===== src/rtl/jtframe_i2s_rx.sv =====
// jtframe_i2s_rx
// I2S receiver running entirely in the system clock domain. The three I2S
// pins are oversampled and the MSB-first, one-bit-delayed words are turned
// into parallel left/right samples.
//
// Parameters
//   DW    output sample width (first DW bits of each slot are kept)
//   TOUT  clk cycles without a BCLK rising edge before the link is dropped
// Ports
//   clk        system clock, at least 4x the BCLK frequency
//   rst        synchronous active-high reset
//   i2s_bclk   bit clock pin (asynchronous)
//   i2s_lrclk  word select pin (asynchronous), 0 = left, 1 = right
//   i2s_data   serial data pin (asynchronous)
//   snd_left   last complete left sample (two's complement)
//   snd_right  last complete right sample (two's complement)
//   sample     one-cycle strobe, a new left/right pair is valid
//   locked     link aligned and delivering samples
//   err        one-cycle strobe on a malformed slot
module jtframe_i2s_rx #(
  parameter int DW   = 16,
  parameter int TOUT = 1024
) (
  input  logic          clk,
  input  logic          rst,
  input  logic          i2s_bclk,
  input  logic          i2s_lrclk,
  input  logic          i2s_data,
  output logic [DW-1:0] snd_left,
  output logic [DW-1:0] snd_right,
  output logic          sample,
  output logic          locked,
  output logic          err
);

  localparam logic ST_SYNC = 1'b0;
  localparam logic ST_RUN  = 1'b1;

  localparam int       TW  = $clog2(TOUT + 1);
  localparam logic [6:0] DW7 = 7'(DW);

  // Pin synchronizers; BCLK carries an extra history flop for edge detection
  logic bclk_s1, bclk_s2, bclk_s3;
  logic lr_s1, lr_s2;
  logic dat_s1, dat_s2;

  logic          state;
  logic          lr_q;       // channel owning the bit being received
  logic [5:0]    bit_cnt;    // bits already received in the current slot
  logic [DW-1:0] shreg;
  logic [DW-1:0] hold_l;
  logic          hold_vld;
  logic [TW-1:0] tout_cnt;

  logic          bre;
  logic          bnd;
  logic          keep;
  logic          short_slot;
  logic          ovf;
  logic          tout_hit;
  logic [6:0]    nbits;
  logic [6:0]    pad;
  logic [DW-1:0] shifted;
  logic [DW-1:0] word;

  always_comb begin
    bre        = bclk_s2 & ~bclk_s3;
    bnd        = lr_s2 ^ lr_q;
    keep       = {1'b0, bit_cnt} < DW7;
    nbits      = {1'b0, bit_cnt} + 7'd1;      // slot length including this bit
    short_slot = nbits < DW7;
    pad        = DW7 - nbits;
    shifted    = keep ? {shreg[DW-2:0], dat_s2} : shreg;
    // Short slots are left-justified so the sample keeps its full-scale meaning
    word       = short_slot ? (shifted << pad) : shifted;
    // A 33rd bit that is not a word boundary means the slot is too long
    ovf        = bit_cnt == 6'd32;
    tout_hit   = ~bre & (tout_cnt == TW'(TOUT - 1));
  end

  always_ff @(posedge clk) begin
    if (rst) begin
      bclk_s1   <= 1'b0;
      bclk_s2   <= 1'b0;
      bclk_s3   <= 1'b0;
      lr_s1     <= 1'b0;
      lr_s2     <= 1'b0;
      dat_s1    <= 1'b0;
      dat_s2    <= 1'b0;
      state     <= ST_SYNC;
      lr_q      <= 1'b0;
      bit_cnt   <= '0;
      shreg     <= '0;
      hold_l    <= '0;
      hold_vld  <= 1'b0;
      tout_cnt  <= '0;
      snd_left  <= '0;
      snd_right <= '0;
      sample    <= 1'b0;
      locked    <= 1'b0;
      err       <= 1'b0;
    end else begin
      bclk_s1 <= i2s_bclk;
      bclk_s2 <= bclk_s1;
      bclk_s3 <= bclk_s2;
      lr_s1   <= i2s_lrclk;
      lr_s2   <= lr_s1;
      dat_s1  <= i2s_data;
      dat_s2  <= dat_s1;
      sample  <= 1'b0;
      err     <= 1'b0;

      // Saturating idle counter, restarted by every BCLK rise
      if (bre)
        tout_cnt <= '0;
      else if (tout_cnt != TW'(TOUT))
        tout_cnt <= tout_cnt + 1'b1;

      if (tout_hit) begin
        // Lost link: outputs keep their last values, no error strobe
        state    <= ST_SYNC;
        locked   <= 1'b0;
        hold_vld <= 1'b0;
      end else if (bre) begin
        lr_q <= lr_s2;
        if (state == ST_SYNC) begin
          if (bnd) begin
            // The bit after a boundary is an MSB; start clean from there
            state    <= ST_RUN;
            bit_cnt  <= '0;
            shreg    <= '0;
            hold_vld <= 1'b0;
          end
        end else if (bnd) begin
          // This bit is the LSB of channel lr_q
          bit_cnt <= '0;
          shreg   <= '0;
          if (short_slot)
            err <= 1'b1;
          if (!lr_q) begin
            hold_l   <= word;
            hold_vld <= 1'b1;
          end else if (hold_vld) begin
            snd_left  <= hold_l;
            snd_right <= word;
            sample    <= 1'b1;
            locked    <= 1'b1;
          end
        end else if (ovf) begin
          err      <= 1'b1;
          state    <= ST_SYNC;
          locked   <= 1'b0;
          hold_vld <= 1'b0;
        end else begin
          shreg   <= shifted;
          bit_cnt <= bit_cnt + 6'd1;
        end
      end
    end
  end

endmodule


===== config.mk =====
export PLATFORM = sky130hd
export DESIGN_NAME = jtframe_i2s_rx
export DESIGN_NICKNAME = d
export VERILOG_FILES = /design/src/rtl/jtframe_i2s_rx.sv
export SDC_FILE = /design/constraint.sdc
export NUM_CORES = 1
export LEC_CHECK = 0
export CORE_MARGIN = 4
export CORE_UTILIZATION = 45
export DETAILED_ROUTE_END_ITERATION = 8
export GPL_ROUTABILITY_DRIVEN = 0
export PLACE_DENSITY = 0.67
export SYNTH_ARGS = -nofsm -noshare
export SYNTH_HDL_FRONTEND = slang
export SYNTH_SLANG_ARGS = --single-unit

===== constraint.sdc =====
create_clock -name clk -period 2.58 [get_ports clk]
set_clock_uncertainty 0.2 [all_clocks]
set_input_delay 0.387 -clock clk [delete_from_list [all_inputs] [get_ports clk]]
set_output_delay 0.387 -clock clk [all_outputs]
set_load 0.02 [all_outputs]

======== Word-level counts from Yosys, hierarchy flattened ========
Cells that the tools add are included.
operators by class
  add/subtract/negate cells ............... 4
  multipliers ............................. 0
  divide/modulo/power cells ............... 0
  $lt $le $gt $ge ......................... 2
  equal/unequal tests ..................... 7
  shifts and indexed selects .............. 1
  multiplexer cells ....................... 26
  bitwise operators ....................... 9
  reduce and logical (&&, ||, !) cells .... 12
operators with widths
  kind                                                number
  2-to-1 mux 16 bit                                   6
  2-to-1 mux 6 bit                                    4
  2-to-1 mux 1 bit                                    16
  left shift 16 x 7 -> 16 bit                         1
  adder 11 x 1 -> 11 bit, second input constant       1
  == test 11 x 10 -> 1 bit, second input constant     1
  inequality test 11 bit, second input constant       1
  AND reduction 5 bit                                 2
  AND reduction 4 bit                                 2
  adder 6 x 1 -> 7 bit, second input constant         1
  < comparator 7 x 5 -> 1 bit, second input constant  1
  subtractor 5 x 7 -> 7 bit, first input constant     1
  adder 6 x 1 -> 6 bit, second input constant         1
  == test 6 bit, second input constant                1
  < comparator 6 x 5 -> 1 bit, second input constant  1
  inequality test 2 bit, second input constant        3
  NOT 1 bit                                           6
  AND reduction 6 bit                                 1
  OR reduction 6 bit                                  1
  nonzero test 2 bit                                  2
  OR reduction 2 bit                                  2
  OR reduction 4 bit                                  1
  inequality test 3 bit, second input constant        1
  AND 1 bit                                           2
  other kinds (2)                                     2
storage, ports and cells
  register bits after elaboration ......... 94
  latch bits .............................. 0
  memory bits (writable) .................. 0
  bits in read-only memories .............. 0
  output and inout bits ................... 35
  logic and storage cells ................. 80
  memories kept ........................... 0

======== Longest topological paths before layout ========
Gate-level depths: netlist of the first run.
  depth in word-level cells ............... 6
  gate-level depth with buffers ........... 12
  gate-level depth less buffers ........... 8

======== Least setup slack after synthesis of the first run ========
Ideal clock, no wire load.
  path type ............................... register to register
  from .................................... reg bit_cnt[1]
  to ...................................... reg hold_l[12]
  arrival ................................. 2.442 ns
  slack ................................... -0.201 ns
  stages on the path, launching flop included .. 11
  path buffers ............................ 2
  cells stage by stage .................... dfxtp_1 buf_2 inv_1 ha_1 buf_4 mux2_2 mux2_2 a222oi_1 nor4_1 a311oi_2 a211oi_1
between the ends
  word-level cells in the longest chain between the ends .. 4
ends and longest elaborated chain
  element                                                              RTL line  RTL
  start: declaration                                                   49        logic [5:0] bit_cnt;
  start signal: assignment                                             156       bit_cnt <= bit_cnt + 6'd1;
  adder 6 x 1 -> 7 bit or < comparator 6 x 5 -> 1 bit (tied branches)  70, 69
  subtractor 5 x 7 -> 7 bit or 2-to-1 mux 16 bit (tied branches)       72, 73
  left shift 16 x 7 -> 16 bit                                          75        word = short_slot ? (shifted << pad) : shifted;
  2-to-1 mux 16 bit *                                                  75
  end signal: assignment                                               141       hold_l <= word;
  end: declaration                                                     51        logic [DW-1:0] hold_l;
Mark *: on every way between the ends. The rest lies on a longest branch, timed or not.
A chain may end at the register's enable or synchronous reset.

======== Worst setup path after layout of the first run ========
  from .................................... reg bit_cnt[0]
  to ...................................... reg hold_l[12]
Same word-level chain as after synthesis.

==> flow_summary.toml, run 1 <==
[timing]
setup_viol = 26
timing_hold_violations_final = 0
grt_setup_unrepaired = "yes"
slew_headroom_pct = 66.7
fmaxAchievable_mhz = 375
fin_tns_setup_ns = -0.897
slew_violations = 0
period_share_pct = 103
fin_crit_ns = 2.66
fin_worst_hold_slack_ns = 0.240
final.setup.worst_slack_ns = -0.0835
worst-slew-pin-transition_ns = 0.486

[run_status]
status = "complete, but fails checks"
failed_checks = "setup timing"

[grt]
number_of_antenna_violations_at_the_first_check_in_global_routing = 0
global_route_congestion_overflow_total = 0
grt_max_degree = 44
total_global_route_track_usage_pct = 22.9
grt_pass1_wl_um = 24400
grt_pass1_vias = 4854

[synthesis]
postSynthRegisterBits = 94
ys_dominant_reg_cell = "sky130_fd_sc_hd__dfxtp_1"
synth_area_um2 = 5220
number_of_enable_type_register_cells_in_the_synthesized_netlist = 0
synth.area.top_cells = "sky130_fd_sc_hd__dfxtp_1 36%, sky130_fd_sc_hd__nor2_1 7.1%, sky130_fd_sc_hd__mux4_2 6.0%"
netlist.top_cell.by_area = "sky130_fd_sc_hd__dfxtp_1"
ys_async_sr_fraction_pct = 0
synth_warn = 0
netlist-cell-type-count = 70
synthDominantCellAreaShare_pct = 36.1
synthCells = 621
post_synth.cell_area_avg_um2 = 8.40
synth.net_count = 632
yosysSeqAreaShare_pct = 36.1

[routing]
routedWlPerCell_um = 18.1
detailroute.via_count = 5071
post_drt_via_cell_ratio = 6.02
finalWirelength_um = 15200
drc = 0
postRouteAntennaNets = 0
first_iter_violations = 462
detailedRoute.firstPassIterationCount = 5

[clock_network]
cts_tree = "done"
cts-htree-levels = 3
clock_tree.buffer_depth = 2
cts.reportedPaths.clkPinSlew_ns = 0.07
clk-insertion-delay-late_ns = 0.35
clkSinkCount = 94
clock_buffer_count_from_cts = 9
clock-root-buffer = "sky130_fd_sc_hd__clkbuf_16"

[placed_design]
port_buffers = 39
placedCellCount = 814
place_ws_ns = -0.230
placed_area_um2 = 6060
hpwl_um = 10800

[critical_path]
worstPathCellList = "inv_2 -> ha_4 -> buf_8 -> mux2_4 -> mux2_4 -> a222oi_1 -> buf_4 -> nor4_4 -> a311oi_2 -> a211oi_1"
crit_path_end_kind = "flip-flop"
timing.critical_path.mode_cell = "sky130_fd_sc_hd__mux2_4"
critical_path.startpoint_type = "flip-flop"
cp_data_arrival_time_ns = 2.68
timing.critical_path.slowest_cell_delay_ns = 0.35
cp.required_ns = 2.60
r2r_setup_slack_ns = -0.08
crit_type = "flip-flop to flip-flop"
critPathSlowestCell = "sky130_fd_sc_hd__dfxtp_2"
timing.critical_path.fanout_max = 6

[die]
core-area_um2 = 11400
core.rowCount = 39
ioPinCount = 40
start_util_pct = 45.9
die_y_um = 116
die-area_um2 = 13400
die_extent_in_x_um = 116

[min_path]
hp-class = "flip-flop to flip-flop"

[final_layout]
num_antenna_cells = 0
nFillCells = 965
area_growth_pct = 31.1
final-instance-count-excl-fill = 842
final_cell_area_um2 = 6840
fin_util_pct = 60.1
post_route_cells_drive_above_1_share_pct = 25.0
num-nets-final = 705

[pwr]
vdd_ir_drop_max_mv = 0.428
cellPowerDensity_nw_per_um2 = 420
total_power_mw = 2.87
leakagePower_nw = 2.35

[job]
timing.max_cap.violations = 0
area by class of cell:
cell class              instances  area (µm²)  area share, %
repair buffers                110         997           14.6
clock buffers                  10         229           3.35
well taps                     143         179           2.62
flip-flops and latches         94        1890           27.6
clock inverters                 6        68.8           1.01
multi-input cells             467        3430           50.2
inverters                      12        47.5          0.695
sequential cells by signal, indices dropped and copies added (netlist names):
name and count:
bclk_s1 1, bclk_s2 1, bclk_s3 1, bit_cnt 6
dat_s1 1, dat_s2 1, err 1, hold_l 16
hold_vld 1, locked 1, lr_q 1, lr_s1 1
lr_s2 1, sample 1, shreg 16, snd_left 16
snd_right 16, state 1, tout_cnt 11
cell families (layout without fill, tap and decap cells):
family / Yosys count / after routing / synth area share [%]
adder cells (fa/ha/maj): 6 / 6 / 1.44
AND/OR/NAND/NOR: 243 / 243 / 21.0
multiplexers: 52 / 52 / 13.7
XOR/XNOR: 8 / 8 / 1.34
AO/OA/AOI/OAI: 158 / 158 / 21.2
buffers and inverters: 60 / 138 / 5.18
flip-flops: 94 / 94 / 36.1
timing repair:
| action | CTS | global route |
|---|---|---|
| pin swaps | 20 | 27 |
| gates resized for setup | 38 | 38 |
| endpoints found under the setup margin | 30 | 34 |
| hold buffers | 0 | 0 |
| buffers inserted | 8 | 5 |
critical path: cells and delay by family, from the launching register on:
| family | cells | cell delay (ns) |
|---|---|---|
| fa+ha+maj | 1 | 0.27 |
| buf+inv | 3 | 0.39 |
| simple gates | 1 | 0.04 |
| flops | 1 | 0.35 |
| compound gates | 3 | 0.71 |
| mux | 2 | 0.58 |
routing by layer:
metal  GRT usage [%]  wire [µm]  vias to the layer above
met5               0          0                        -
met4            9.36        545                        0
met3            4.44        824                       51
met2            37.3       7050                      172
met1            29.8       6830                     2445
li1                -          -                     2403
cells in the mapped netlist, drive strengths merged (2+ instances only):
| cell type | count |
|---|---|
| nor2 | 99 |
| dfxtp | 94 |
| nand2 | 64 |
| a21oi | 50 |
| clkbuf | 29 |
| a211oi | 25 |
| mux2i | 23 |
| buf | 19 |
| nor3 | 16 |
| mux2 | 15 |
| nand3 | 15 |
| o21ai | 15 |
| mux4 | 14 |
| inv | 12 |
| nor2b | 10 |
| a311oi | 9 |
| a22oi | 7 |
| a31oi | 7 |
| and3 | 7 |
| nand2b | 7 |
| ha | 6 |
| nor4 | 6 |
| a22o | 5 |
| o32a | 5 |
| nand3b | 4 |
| xnor2 | 4 |
| xor2 | 4 |
| a21o | 3 |
| a221oi | 3 |
| o211ai | 3 |
| o21bai | 3 |
| o31ai | 3 |
| or2 | 3 |
| or3 | 3 |
| and2 | 2 |
| and2b | 2 |
| nand4 | 2 |
| o22a | 2 |
| o22ai | 2 |
| o41ai | 2 |
cells in the final DEF, fill, tap and decap left out, drive strengths merged, types with 5 or more instances in the layout:
| master | Yosys | routed |
|---|---|---|
| buf | 19 | 72 |
| nor3 | 16 | 16 |
| nand2b | 7 | 7 |
| nand2 | 64 | 64 |
| a211oi | 25 | 25 |
| mux2i | 23 | 23 |
| mux4 | 14 | 14 |
| a22o | 5 | 5 |
| nor2b | 10 | 10 |
| a311oi | 9 | 9 |
| dfxtp | 94 | 94 |
| inv | 12 | 14 |
| nand3 | 15 | 15 |
| mux2 | 15 | 15 |
| clkbuf | 29 | 10 |
| a21oi | 50 | 50 |
| o21ai | 15 | 15 |
| clkdlybuf4s50 | 0 | 38 |
| a31oi | 7 | 7 |
| and3 | 7 | 7 |
| a22oi | 7 | 7 |
| nor2 | 99 | 99 |
| nor4 | 6 | 6 |
| ha | 6 | 6 |
| o32a | 5 | 5 |
worst paths after layout:
check                           from                      end  cells past startpoint
max          bit_cnt[0]$_SDFFE_PP0P_  hold_l[12]$_SDFFE_PP0P_                     10
min                dat_s1$_SDFF_PP0_        dat_s2$_SDFF_PP0_                      1
max reg2reg  bit_cnt[0]$_SDFFE_PP0P_  hold_l[12]$_SDFFE_PP0P_                     10
min reg2reg        dat_s1$_SDFF_PP0_        dat_s2$_SDFF_PP0_                      1
power breakdown:
group	leakage (nW)	switching [mW]	internal [mW]	total (mW)
clock network	0.143	0.568	0.758	1.33
logic	1.45	0.0500	0.0290	0.0789
registers	0.760	0.00756	1.46	1.47
Power figures use the tool's default switching activity.
==> run 2: changes to the inputs <==
--- a/config.mk
+++ b/config.mk
@@ -9,6 +9,7 @@
 export CORE_UTILIZATION = 45
 export DETAILED_ROUTE_END_ITERATION = 8
 export GPL_ROUTABILITY_DRIVEN = 0
+export HOLD_SLACK_MARGIN = 0.15
 export PLACE_DENSITY = 0.67
 export SYNTH_ARGS = -nofsm -noshare
 export SYNTH_HDL_FRONTEND = slang
==> constraint.sdc (replaced) <==
create_clock -name clk -period 2.2 [get_ports clk]
set_clock_uncertainty 0.2 [all_clocks]
set_input_delay 0.33 -clock clk [delete_from_list [all_inputs] [get_ports clk]]
set_output_delay 0.33 -clock clk [all_outputs]
set_load 0.02 [all_outputs]
==> flow_summary.toml, run 2 (synthesis results as in run 1) <==
[die]
die_y_um = 116
die-area_um2 = 13400
core.rowCount = 39
die_extent_in_x_um = 116
core-area_um2 = 11400
start_util_pct = 45.9
ioPinCount = 40

[final_layout]
multi_input_area_um2 = 3440
fin_util_pct = 65.1
area_growth_pct = 41.9
sequential_cell_area_um2 = 1890
post_route_cells_drive_above_1_share_pct = 32.3
most_common_cell_after_layout_fill_and_taps_aside = "sky130_fd_sc_hd__buf_4"
nFillCells = 879
num-nets-final = 765
commonest_non_fill_non_tap_cells_in_the_layout = "115 x sky130_fd_sc_hd__buf_4, 96 x sky130_fd_sc_hd__nor2_1, 91 x sky130_fd_sc_hd__dfxtp_1"
num_antenna_cells = 0

[pwr]
cellPowerDensity_nw_per_um2 = 497
leakagePower_nw = 2.70
vdd_ir_drop_max_mv = 0.356

[critical_path]
cp.required_ns = 2.25
timing.critical_path.depth = 10
timing.critical_path.slowest_cell_delay_ns = 0.37
cp_data_arrival_time_ns = 2.73
timing.critical_path.fanout_max = 7
critPathSlowestCell = "sky130_fd_sc_hd__dfxtp_4"
critical_path_buf_inv_count = 4
worst_r2r_path_depth = 10
crit_type = "flip-flop to flip-flop"
timing.critical_path.mode_cell = "sky130_fd_sc_hd__buf_6"
critical_path.startpoint_type = "flip-flop"
crit_path_end_kind = "flip-flop"
cp_top_family = "compound AO/OA/AOI/OAI gates"
worstPathCellList = "inv_4 -> ha_4 -> buf_6 -> buf_6 -> a31oi_2 -> o211ai_1 -> buf_4 -> a21oi_2 -> a21boi_2 -> o41ai_1"

[clock_network]
cts-htree-levels = 3
clkSinkCount = 94
clk-insertion-delay-late_ns = 0.36
clock-root-buffer = "sky130_fd_sc_hd__clkbuf_16"
clock_tree.buffer_depth = 2
clock_buffer_count_from_cts = 9
cts.reportedPaths.clkPinSlew_ns = 0.07
cts_tree = "done"
post_cts_hold_buffer_count = 0

[routing]
routedWlPerCell_um = 18.7
detailroute.via_count = 5435
finalWirelength_um = 16900
drc = 0
detailedRoute.firstPassIterationCount = 5
postRouteAntennaNets = 0
post_drt_via_cell_ratio = 6.03
first_iter_violations = 576

[run_status]
status = "complete, but fails checks"
failed_checks = "setup timing"

[timing]
grt_setup_unrepaired = "yes"
timing_hold_violations_final = 0
slew_violations = 0
period_share_pct = 122
worst-slew-pin-transition_ns = 0.575
slew_headroom_pct = 61.1
fmaxAchievable_mhz = 373
final.setup.worst_slack_ns = -0.480
fin_crit_ns = 2.68
setup_viol = 33
fin_worst_hold_slack_ns = 0.248

[grt]
global_route_congestion_overflow_total = 0
grt_max_degree = 60
grt_pass1_wl_um = 26600
number_of_antenna_violations_at_the_first_check_in_global_routing = 0
total_global_route_track_usage_pct = 24.9
grt_pass1_vias = 5160

[min_path]
hold_path_depth = 3
hp-class = "input port to flip-flop"

[placed_design]
port_buffers = 39
hpwl_um = 11400

[job]
timing.max_cap.violations = 0
[run 2: changes by cell type in the layout (fill, tap and decap cells not counted), moves of 3 or more]
cell / before / now
sky130_fd_sc_hd__buf_4: 59 / 115
sky130_fd_sc_hd__buf_12: 3 / 7
sky130_fd_sc_hd__mux2_4: 3 / 7
sky130_fd_sc_hd__a21oi_2: 4 / 7
sky130_fd_sc_hd__a311oi_2: 5 / 2
sky130_fd_sc_hd__mux2_2: 10 / 7
[run 2: final cells by class]
type | instances | share of cell area (%)
sequential | 94 | 25.5
multi-input combinational | 467 | 46.4
tap | 143 | 2.42
inverter | 12 | 0.676
clock buffer | 10 | 3.23
clock inverter | 6 | 1.57
timing repair buffer | 170 | 20.1
[run 2: tightest hold or removal path, delay by kind of cell]
family,cells,cell delay [ns]
buffers and inverters,2,0.31
AND/OR/NAND/NOR,1,0.12
[run 2: per-layer routing]
layer	track usage, %	up-vias	share of wire, %
li1	-	2523	-
met3	4.75	61	6.4
met5	0	-	0
met1	32.8	2598	43
met4	9.36	0	3.7
met2	40.9	253	47
[run 2: where the power goes]
part           internal [mW]  switching, mW  total (mW)
clock                   1.15          0.705        1.86
sequential              1.71        0.00797        1.72
combinational         0.0426         0.0633       0.106
[run 2: path summary, 6_finish.rpt]
kind | end | start | slack (ns)
min reg2reg | bclk_s2$_SDFF_PP0_ | bclk_s1$_SDFF_PP0_ | 0.25
max reg2reg | hold_l[0]$_SDFFE_PP0P_ | bit_cnt[1]$_SDFFE_PP0P_ | -0.48
max | hold_l[0]$_SDFFE_PP0P_ | bit_cnt[1]$_SDFFE_PP0P_ | -0.48
min | bclk_s3$_SDFF_PP0_ | rst | 0.25
[run 2: repair_timing]
item                                    CTS  global route
cloned                                    0             1
pin swaps                                25            17
endpoints found under the setup margin   33            54
resized for setup                        50            27
setup buffers                            20             7
[run 2: per-stage QoR]
stage               TNS, ns  power (mW)  instances  instance area, µm²  setup WS (ns)
floorplan             -6.79        1.82        621                5300         -0.340
global placement     -10.39        1.85        859                6470         -0.409
detailed placement   -12.20        1.86        859                6470         -0.475
CTS                  -10.88        3.69        894                7200         -0.411
global route         -17.49        3.78        902                7400         -0.604
finish               -14.34        3.68        902                7400         -0.480
==> run 3: changes to the inputs <==
--- a/config.mk
+++ b/config.mk
@@ -6,11 +6,10 @@
 export NUM_CORES = 1
 export LEC_CHECK = 0
 export CORE_MARGIN = 4
-export CORE_UTILIZATION = 45
+export CORE_UTILIZATION = 30
 export DETAILED_ROUTE_END_ITERATION = 8
 export GPL_ROUTABILITY_DRIVEN = 0
 export HOLD_SLACK_MARGIN = 0.15
-export PLACE_DENSITY = 0.67
 export SYNTH_ARGS = -nofsm -noshare
 export SYNTH_HDL_FRONTEND = slang
 export SYNTH_SLANG_ARGS = --single-unit
==> flow_summary.toml, run 3 (synthesis results as in run 1) <==
[clock_network]
clk-insertion-delay-late_ns = 0.36
cts-htree-levels = 3
cts.reportedPaths.clkPinSlew_ns = 0.06
clock_tree.buffer_depth = 2
clock-root-buffer = "sky130_fd_sc_hd__clkbuf_16"
clkSinkCount = 94
clock_buffer_count_from_cts = 9
cts_tree = "done"

[critical_path]
crit_path_end_kind = "flip-flop"
timing.critical_path.fanout_max = 7
critical_path_buf_inv_count = 3
cp_top_family = "multiplexers"
critical_path.startpoint_type = "flip-flop"
cp.required_ns = 2.23
cp_data_arrival_time_ns = 2.71
r2r_setup_slack_ns = -0.48
worstPathCellList = "inv_4 -> ha_4 -> buf_6 -> mux2_4 -> mux4_2 -> o211ai_1 -> nor3_1 -> a311oi_2 -> buf_4 -> a211oi_1"
timing.critical_path.slowest_cell_delay_ns = 0.52
critPathSlowestCell = "sky130_fd_sc_hd__mux4_2"
crit_type = "flip-flop to flip-flop"

[die]
ioPinCount = 40
die-area_um2 = 19600
core-area_um2 = 16800
start_util_pct = 31.0
die_y_um = 140
core.rowCount = 47
die_extent_in_x_um = 140

[placed_design]
port_buffers = 39
placed_area_um2 = 6620
placedCellCount = 946
place_ws_ns = -0.564
hpwl_um = 12300

[timing]
grt_setup_unrepaired = "yes"
final.setup.worst_slack_ns = -0.482
fin_crit_ns = 2.68
slew_violations = 0
slew_headroom_pct = 58.1
fin_tns_setup_ns = -13.38
setup_viol = 33
worst-slew-pin-transition_ns = 0.622
period_share_pct = 122
fin_worst_hold_slack_ns = 0.237
fmaxAchievable_mhz = 373
timing_hold_violations_final = 0

[pwr]
vdd_ir_drop_max_mv = 0.296
total_power_mw = 3.27
leakagePower_nw = 2.74
cellPowerDensity_nw_per_um2 = 428

[final_layout]
commonest_non_fill_non_tap_cells_in_the_layout = "118 x sky130_fd_sc_hd__buf_4, 96 x sky130_fd_sc_hd__nor2_1, 89 x sky130_fd_sc_hd__dfxtp_1"
post_route_cells_drive_above_1_share_pct = 35.2
fin_util_pct = 45.3
nFillCells = 1584
num_antenna_cells = 0
multi_input_area_um2 = 3560
area_growth_pct = 46.2
final-instance-count-excl-fill = 989
most_common_cell_after_layout_fill_and_taps_aside = "sky130_fd_sc_hd__buf_4"
final_cell_area_um2 = 7630
sequential_cell_area_um2 = 1890
num-nets-final = 777

[routing]
finalWirelength_um = 17100
post_drt_via_cell_ratio = 5.44
detailedRoute.firstPassIterationCount = 5
drc = 0
postRouteAntennaNets = 0
routedWlPerCell_um = 17.3
detailroute.via_count = 5377
first_iter_violations = 375

[grt]
number_of_antenna_violations_at_the_first_check_in_global_routing = 0
total_global_route_track_usage_pct = 17.2
grt_pass1_wl_um = 27700
grt_pass1_vias = 5380
grt_max_degree = 44
global_route_congestion_overflow_total = 0

[job]
timing.max_cap.violations = 0

[run_status]
failed_checks = "setup timing"
status = "complete, but fails checks"

[min_path]
hp-class = "flip-flop to flip-flop"
run 3: cell types whose count changed in the layout (fill, tap and decap cells not counted), sizes merged:
cell,before,now
buf,132,143
clkinv,2,4
dlygate4sd3,0,1
inv,13,12
bufinv,3,0
clkbuf,10,9
clkinvlp,0,1
run 3: final cells by class:
class | count | share of cell area [%]
timing repair buffer | 182 | 20.8
clock buffer | 9 | 2.95
clock inverter | 5 | 0.509
sequential | 94 | 24.8
tap | 220 | 3.61
inverter | 12 | 0.689
multi-input combinational | 467 | 46.7
run 3: report_power, final:
group / leakage, nW / switching, mW / internal (mW)
combinational: 1.86 / 0.0652 / 0.0430
sequential: 0.761 / 0.00772 / 1.71
clock: 0.127 / 0.683 / 0.757
run 3: per-layer routing:
layer	routed length (µm)	track usage, %	vias to the layer above
met4	532	7.80	0
met2	8340	28.5	192
met5	0	0	-
met3	1230	4.91	50
met1	7020	20.8	2588
li1	-	-	2547
run 3: path summary, 6_finish.rpt:
kind | to | depth (start not counted) | start
max | snd_right[11]$_SDFFE_PP0P_ | 10 | bit_cnt[1]$_SDFFE_PP0P_
min | lr_s2$_SDFF_PP0_ | 1 | lr_s1$_SDFF_PP0_
max reg2reg | snd_right[11]$_SDFFE_PP0P_ | 10 | bit_cnt[1]$_SDFFE_PP0P_
min reg2reg | lr_s2$_SDFF_PP0_ | 1 | lr_s1$_SDFF_PP0_
run 3: worst register-to-register path: stages, from the launching register on:
cell                       delay, ns
sky130_fd_sc_hd__dfxtp_2        0.35
sky130_fd_sc_hd__inv_4          0.04
sky130_fd_sc_hd__ha_4           0.32
sky130_fd_sc_hd__buf_6          0.11
sky130_fd_sc_hd__mux2_4         0.30
sky130_fd_sc_hd__mux4_2         0.52
sky130_fd_sc_hd__o211ai_1       0.13
sky130_fd_sc_hd__nor3_1         0.08
sky130_fd_sc_hd__a311oi_2       0.27
sky130_fd_sc_hd__buf_4          0.18
sky130_fd_sc_hd__a211oi_1       0.06
run 3: repair_timing:
item	4_1_cts	5_1_grt
resized for setup	59	49
endpoints found under the hold margin	6	0
setup endpoints to repair	46	49
hold buffers	1	0
gates cloned	0	0
pin swaps	30	26
buffers inserted	21	8
